<file path="src/rtl/eeprom_req_arbiter_if.sv">
// Bundle of client-side request/response and eeprom_top pin signals for the arbiter.
// slave: the arbiter itself. master: whoever drives requests and models the EEPROM.
// Requester i's fields sit at req_addr[7i+6:7i] and req_wdata[8i+7:8i].
interface eeprom_req_arbiter_if #(
  parameter int NUM_REQ = 2
);
  logic [NUM_REQ-1:0]   req;
  logic [NUM_REQ-1:0]   req_wr;
  logic [7*NUM_REQ-1:0] req_addr;
  logic [8*NUM_REQ-1:0] req_wdata;
  logic [NUM_REQ-1:0]   gnt;
  logic [NUM_REQ-1:0]   rsp_valid;
  logic [7:0]           rsp_rdata;
  logic                 rsp_err;
  logic                 ee_newd;
  logic                 ee_wr;
  logic [6:0]           ee_addr;
  logic [7:0]           ee_wdata;
  logic [7:0]           ee_rdata;
  logic                 ee_done;

  modport slave (
    input  req, req_wr, req_addr, req_wdata, ee_rdata, ee_done,
    output gnt, rsp_valid, rsp_rdata, rsp_err, ee_newd, ee_wr, ee_addr, ee_wdata
  );

  modport master (
    output req, req_wr, req_addr, req_wdata, ee_rdata, ee_done,
    input  gnt, rsp_valid, rsp_rdata, rsp_err, ee_newd, ee_wr, ee_addr, ee_wdata
  );
endinterface

</file>
<file path="src/rtl/eeprom_req_arbiter.sv">
// Round-robin share of one eeprom_top I2C master among NUM_REQ requesters, one transaction at a time.
// Latency: gnt/ee_newd rise one edge after req is sampled in IDLE; rsp_valid one edge after ee_done in WAIT.
// Backpressure: requesters hold req until their rsp_valid; optional WAIT watchdog under EE_ARB_TIMEOUT_EN.
module eeprom_req_arbiter #(
  parameter int NUM_REQ        = 2,
  parameter int NEWD_CYCLES    = 2,
  parameter int TIMEOUT_CYCLES = 4096
) (
  input  logic                clk,
  input  logic                rst,
  eeprom_req_arbiter_if.slave bus
);

  localparam int IW   = (NUM_REQ > 1) ? $clog2(NUM_REQ) : 1;
  localparam int CMAX = (TIMEOUT_CYCLES > NEWD_CYCLES) ? TIMEOUT_CYCLES : NEWD_CYCLES;
  localparam int CW   = $clog2(CMAX) + 1;

  typedef enum logic [2:0] {
    S_IDLE  = 3'd0,
    S_ISSUE = 3'd1,
    S_WAIT  = 3'd2,
    S_RESP  = 3'd3,
    S_DRAIN = 3'd4
  } state_t;

  state_t             state_q;
  logic [IW-1:0]      ptr_q;
  logic [IW-1:0]      idx_q;
  logic [CW-1:0]      cnt_q;
  logic [NUM_REQ-1:0] gnt_q;
  logic [NUM_REQ-1:0] rsp_valid_q;
  logic [7:0]         rsp_rdata_q;
  logic               ee_newd_q;
  logic               ee_wr_q;
  logic [6:0]         ee_addr_q;
  logic [7:0]         ee_wdata_q;
`ifdef EE_ARB_TIMEOUT_EN
  logic               rsp_err_q;
`endif

  logic               pick_vld_d;
  logic [IW-1:0]      pick_idx_d;
  logic [IW-1:0]      ptr_d;
  logic [NUM_REQ-1:0] pick_oh_d;
  logic [NUM_REQ-1:0] idx_oh_d;
  logic               sel_wr_d;
  logic [6:0]         sel_addr_d;
  logic [7:0]         sel_wdata_d;

  // Round-robin pick: first pending requester at or above the pointer, wrapping.
  always_comb begin
    int            j;
    logic [IW-1:0] jj;
    pick_vld_d = 1'b0;
    pick_idx_d = '0;
    j          = 0;
    jj         = '0;
    for (int k = 0; k < NUM_REQ; k++) begin
      j = int'(ptr_q) + k;
      if (j >= NUM_REQ) j = j - NUM_REQ;
      jj = IW'(j);
      if (!pick_vld_d && bus.req[jj]) begin
        pick_vld_d = 1'b1;
        pick_idx_d = jj;
      end
    end
  end

  // Winner's fields and one-hot vectors, plus the pointer value after serving idx_q.
  always_comb begin
    sel_wr_d    = 1'b0;
    sel_addr_d  = '0;
    sel_wdata_d = '0;
    pick_oh_d   = '0;
    idx_oh_d    = '0;
    for (int i = 0; i < NUM_REQ; i++) begin
      pick_oh_d[i] = (pick_idx_d == IW'(i));
      idx_oh_d[i]  = (idx_q == IW'(i));
      if (pick_idx_d == IW'(i)) begin
        sel_wr_d    = bus.req_wr[i];
        sel_addr_d  = bus.req_addr[7*i +: 7];
        sel_wdata_d = bus.req_wdata[8*i +: 8];
      end
    end
    ptr_d = (int'(idx_q) >= NUM_REQ - 1) ? '0 : idx_q + 1'b1;
  end

  // Transaction FSM with registered grant, EEPROM pins and response outputs.
  always_ff @(posedge clk) begin
    if (rst) begin
      state_q     <= S_IDLE;
      ptr_q       <= '0;
      idx_q       <= '0;
      cnt_q       <= '0;
      gnt_q       <= '0;
      rsp_valid_q <= '0;
      rsp_rdata_q <= '0;
      ee_newd_q   <= 1'b0;
      ee_wr_q     <= 1'b0;
      ee_addr_q   <= '0;
      ee_wdata_q  <= '0;
`ifdef EE_ARB_TIMEOUT_EN
      rsp_err_q   <= 1'b0;
`endif
    end else begin
      rsp_valid_q <= '0;
      case (state_q)
        S_IDLE: begin
          if (pick_vld_d) begin
            idx_q      <= pick_idx_d;
            ee_wr_q    <= sel_wr_d;
            ee_addr_q  <= sel_addr_d;
            ee_wdata_q <= sel_wdata_d;
            gnt_q      <= pick_oh_d;
            ee_newd_q  <= 1'b1;
            cnt_q      <= '0;
            state_q    <= S_ISSUE;
          end
        end
        S_ISSUE: begin
          if (cnt_q == CW'(NEWD_CYCLES - 1)) begin
            ee_newd_q <= 1'b0;
            cnt_q     <= '0;
            state_q   <= S_WAIT;
          end else begin
            cnt_q <= cnt_q + 1'b1;
          end
        end
        S_WAIT: begin
          if (bus.ee_done) begin
            rsp_rdata_q <= bus.ee_rdata;
            rsp_valid_q <= idx_oh_d;
`ifdef EE_ARB_TIMEOUT_EN
            rsp_err_q   <= 1'b0;
`endif
            state_q     <= S_RESP;
          end
`ifdef EE_ARB_TIMEOUT_EN
          else if (cnt_q == CW'(TIMEOUT_CYCLES - 1)) begin
            rsp_rdata_q <= 8'h00;
            rsp_valid_q <= idx_oh_d;
            rsp_err_q   <= 1'b1;
            state_q     <= S_RESP;
          end else begin
            cnt_q <= cnt_q + 1'b1;
          end
`endif
        end
        S_RESP: begin
          gnt_q <= '0;
          ptr_q <= ptr_d;
`ifdef EE_ARB_TIMEOUT_EN
          // A timed-out transaction normally leaves done low, so nothing to drain.
          state_q <= bus.ee_done ? S_DRAIN : S_IDLE;
`else
          state_q <= S_DRAIN;
`endif
        end
        S_DRAIN: begin
          // A done held high from the last transaction must not complete the next one.
          if (!bus.ee_done) state_q <= S_IDLE;
        end
        default: state_q <= S_IDLE;
      endcase
    end
  end

  assign bus.gnt       = gnt_q;
  assign bus.rsp_valid = rsp_valid_q;
  assign bus.rsp_rdata = rsp_rdata_q;
  assign bus.ee_newd   = ee_newd_q;
  assign bus.ee_wr     = ee_wr_q;
  assign bus.ee_addr   = ee_addr_q;
  assign bus.ee_wdata  = ee_wdata_q;
`ifdef EE_ARB_TIMEOUT_EN
  assign bus.rsp_err   = rsp_err_q;
`else
  assign bus.rsp_err   = 1'b0;
`endif

endmodule

</file>
<file path="src/flat_wrapper.sv">
// flat-port wrapper written by rule: the top's interface ports become plain ports
module eeprom_req_arbiter_flat 
#(
  parameter int NUM_REQ        = 2,
  parameter int NEWD_CYCLES    = 2,
  parameter int TIMEOUT_CYCLES = 4096
)
  (clk, rst, bus_req, bus_req_wr, bus_req_addr, bus_req_wdata, bus_ee_rdata, bus_ee_done, bus_gnt, bus_rsp_valid, bus_rsp_rdata, bus_rsp_err, bus_ee_newd, bus_ee_wr, bus_ee_addr, bus_ee_wdata);
  eeprom_req_arbiter_if #(.NUM_REQ(NUM_REQ)) bus_i ();
  input  logic clk;
  input  logic rst;
  input wire logic [$bits(bus_i.req)-1:0] bus_req;
  input wire logic [$bits(bus_i.req_wr)-1:0] bus_req_wr;
  input wire logic [$bits(bus_i.req_addr)-1:0] bus_req_addr;
  input wire logic [$bits(bus_i.req_wdata)-1:0] bus_req_wdata;
  input wire logic [$bits(bus_i.ee_rdata)-1:0] bus_ee_rdata;
  input wire logic [$bits(bus_i.ee_done)-1:0] bus_ee_done;
  output wire logic [$bits(bus_i.gnt)-1:0] bus_gnt;
  output wire logic [$bits(bus_i.rsp_valid)-1:0] bus_rsp_valid;
  output wire logic [$bits(bus_i.rsp_rdata)-1:0] bus_rsp_rdata;
  output wire logic [$bits(bus_i.rsp_err)-1:0] bus_rsp_err;
  output wire logic [$bits(bus_i.ee_newd)-1:0] bus_ee_newd;
  output wire logic [$bits(bus_i.ee_wr)-1:0] bus_ee_wr;
  output wire logic [$bits(bus_i.ee_addr)-1:0] bus_ee_addr;
  output wire logic [$bits(bus_i.ee_wdata)-1:0] bus_ee_wdata;
  assign bus_i.req = bus_req;
  assign bus_i.req_wr = bus_req_wr;
  assign bus_i.req_addr = bus_req_addr;
  assign bus_i.req_wdata = bus_req_wdata;
  assign bus_i.ee_rdata = bus_ee_rdata;
  assign bus_i.ee_done = bus_ee_done;
  assign bus_gnt = bus_i.gnt;
  assign bus_rsp_valid = bus_i.rsp_valid;
  assign bus_rsp_rdata = bus_i.rsp_rdata;
  assign bus_rsp_err = bus_i.rsp_err;
  assign bus_ee_newd = bus_i.ee_newd;
  assign bus_ee_wr = bus_i.ee_wr;
  assign bus_ee_addr = bus_i.ee_addr;
  assign bus_ee_wdata = bus_i.ee_wdata;
  eeprom_req_arbiter #(.NUM_REQ(NUM_REQ), .NEWD_CYCLES(NEWD_CYCLES), .TIMEOUT_CYCLES(TIMEOUT_CYCLES)) u_core (.clk(clk), .rst(rst), .bus(bus_i));
endmodule
</file>
<file path="config.mk">
export PLATFORM = sky130hd
export DESIGN_NAME = eeprom_req_arbiter_flat
export DESIGN_NICKNAME = d
export VERILOG_FILES = /design/src/rtl/eeprom_req_arbiter_if.sv /design/src/rtl/eeprom_req_arbiter.sv /design/src/flat_wrapper.sv
export SDC_FILE = /design/constraint.sdc
export NUM_CORES = 1
export LEC_CHECK = 0
export BUFFER_PORTS_ARGS = -buffer_cell sky130_fd_sc_hd__buf_2
export CAP_MARGIN = 10
export CORE_ASPECT_RATIO = 0.5
export CORE_MARGIN = 3
export CORE_UTILIZATION = 45
export CTS_CLUSTER_DIAMETER = 150
export DETAILED_ROUTE_END_ITERATION = 6
export HOLD_SLACK_MARGIN = 0.03
export PLACE_DENSITY = 0.87
export RECOVER_POWER = 25
export SLEW_MARGIN = 20
export SYNTH_ARGS = -nofsm -noshare
export SYNTH_HDL_FRONTEND = slang
export SYNTH_SLANG_ARGS = --single-unit
export TNS_END_PERCENT = 100
</file>
<file path="constraint.sdc">
create_clock -name clk -period 1.8 [get_ports clk]
set_clock_uncertainty 0.15 [all_clocks]
set_input_delay 0.18 -clock clk [delete_from_list [all_inputs] [get_ports clk]]
set_output_delay 0.18 -clock clk [all_outputs]
set_load 0.03 [all_outputs]
</file>
==> out/metrics.yaml <==
run_status:
  outcome: "finished, violations left"
  failed_checks: "negative setup slack"
global_routing:
  grt_pass1_wl_um: 9490
  grt_usage: 0.206
  grt_overflow_total: 0
  antenna_found_initial: 0
  grt_max_degree: 29
  first_global_vias: 2145
sta:
  finalMaxSlewViolations: 0
  fmax_mhz: 550
  max_slew_margin: 0.531
  fin_hold_ws_ns: 0.0620
  min_period_over_period: 1.01
  hold_viol: 0
  setup_slack_ns: -0.0170
  period_minus_slack_ns: 1.82
  setup_viol: 1
  rsz0062_at_grt: "true"
  tightest_slew_ns: 0.699
synth:
  syn_area_per_cell_um2: 8.67
  async_reset_ff_frac: 0
  syn_nets: 297
  synth_top_area_frac: 0.434
  synth_common_cells: "dfxtp_1 (47), nand2_1 (29), nor2_1 (25), a211oi_1 (19), a21oi_1 (19)"
  yosys_warnings: 0
  syn_area_um2: 2170
  synthCells: 250
  ys_types: 43
  synth_most_common_cell: "dfxtp_1"
  yosys-top-cells-area: "dfxtp_1 (43%), mux2i_1 (7.4%), a211oi_1 (6.6%)"
  synth_edf_count: 0
  yosys.area.top_type: "dfxtp_1"
  synth_flop_cell: "dfxtp_1"
  ys_seq_area_frac: 0.434
  ys_ff_latch: 47
placement:
  gp_congestion: 0.874
  placed_area_um2: 2710
  pre_cts_slack_ns: -0.0434
  port_buffers: 73
  dp_hpwl_um: 4260
job:
  cap_viol_max_count: 0
critical_path:
  crit_required_ns: 1.90
  rrSetupSlack_ns: -0.02
  start_kind: "flop"
  worstSetupStartpoint: "u_core.state_q[0]"
  regToRegStartpoint: "u_core.state_q[0]"
  worst_path_max_delay_cell: "or4b_4"
  critPathArrivalTime_ns: 1.92
  cp-end-kind: "flop"
  max_stage_delay_ns: 0.50
  critPathKind: "reg -> reg"
  critical_path.max_fanout: 6
  path_cells: "or3b_4, a31oi_4, or4b_4, nand3_2"
pwr:
  vdd_drop_max_uv: 495
  pwr_density_cell_nw_per_um2: 901
  p_leak_nw: 1.29
clocking:
  clock_sinks: 47
  cts.path.max_buffers: 2
  cts-root-buf: "clkbuf_8"
  numCtsBuffers: 5
  cts.reportedPaths.clkPinSlew_ns: 0.09
  tritoncts: "done"
  htree_levels: 2
  clk_latency_ns: 0.30
routing:
  avgViaCountPerCell: 5.60
  wl_per_cell_um: 15.4
  via_count: 2294
  drt_first_iter_violations: 173
  wirelength_um: 6330
  ant_nets: 0
  drc: 0
  firstDrtPassIters: 4
layout:
  regArea_um2: 950
  final_area_um2: 2940
  layout-drive-gt1-share: 0.308
  synthToLayoutAreaGrowth_pct: 35.6
  multi_input_area_um2: 1180
  utilization: 0.651
  diodes: 0
  nets: 390
  fillers: 379
min_path:
  worstHoldStart: "bus_req_wdata[15]"
  hold_path_class: "in -> reg"
floorplan:
  fp.dieW_um: 104
  initial_core_util: 0.481
  die_area_um2: 5730
  die_y_um: 55.1
  row_count: 17
  pin_count: 75
  core_um2: 4510
where the power goes:
part	switching, mW	internal, mW
registers	0.0520	1.12
logic	0.418	0.269
clock network	0.372	0.414
total	0.842	1.80
layer usage:
metal / track usage / up-vias / routed length [µm]
met1: 0.218 / 1101 / 2550
li1: - / 1082 / -
met5: 0 / - / 0
met3: 0.0429 / 16 / 356
met4: 0.0861 / 0 / 133
met2: 0.424 / 95 / 3300
critical path: cells and delay by family (launching register included):
kind / cells / cell delay, ns
AOI/OAI and AO/OA: 1 / 0.23
DFF: 1 / 0.38
and+or+nand+nor: 3 / 1.00
cell families after synthesis:
kind of cell               after synthesis  synth area share
and+or+nand+nor                        103             0.252
AOI/OAI and AO/OA                       58             0.181
DFF                                     47             0.434
buffers and inverters                   23            0.0456
muxes                                   16            0.0739
adders and majority gates                2            0.0115
other                                    1           0.00173
timing repair:
item	in CTS	in global routing
pin swaps	0	3
endpoints found under the setup margin	7	12
resized for setup	3	13
buffers inserted	0	2
hold endpoints to repair	8	0
cloned	0	0
hold buffers	8	0
per-stage QoR:
step | TNS [ns] | power [mW] | cells
final | -0.0170 | 2.65 | 410
after global routing | -0.219 | 2.75 | 410
after CTS | 0 | 2.64 | 408
after detailed placement | -0.0950 | 1.84 | 392
after global placement | 0 | 1.81 | 392
after floorplan | -0.0119 | 1.61 | 250
final timing paths:
path              cells after the start                     end
setup / recovery                      4         u_core.cnt_q[9]
setup reg to reg                      4         u_core.cnt_q[9]
hold / removal                        3  u_core.bus.ee_wdata[7]
hold reg to reg                       1         u_core.cnt_q[0]
cell type report:
type	instances	share of cell area
clock inverters	3	0.0149
multi-input cells	180	0.402
flip-flops and latches	47	0.323
well taps	66	0.0281
inverters	6	0.00767
repair buffers	103	0.201
clock buffers	5	0.0234
sequential cells by signal (all words and copies together) (netlist names), 2 cells and up:
signal and cells:
u_core.bus.ee_addr 7, u_core.bus.ee_wdata 8, u_core.bus.gnt 2, u_core.bus.rsp_rdata 8
u_core.bus.rsp_valid 2, u_core.cnt_q 13, u_core.state_q 3
cells in the final DEF, fill, tap and decap left out, types with 2 or more instances in the layout:
cell           netlist  final
mux2i_1             16     16
and3_1               4      4
nor3_1               4      4
nand2b_1             3      3
dlygate4sd3_1        0      8
nand3b_1             3      3
nand4_1              5      5
nor2b_1              4      4
a311oi_1             2      2
inv_1                6      6
nand3_1              8      7
or4_1                3      3
a211oi_1            19     19
a21boi_0             2      2
buf_2                7     56
clkbuf_8             0      5
nand2_1             29     29
buf_4                1     22
nor2_1              25     25
o21ai_0              7      7
dfxtp_1             47     42
clkbuf_1             9     17
nor4_4               0      2
a21oi_1             19     19
dfxtp_2              0      4
Note: power is estimated with default switching activity, not from simulation.
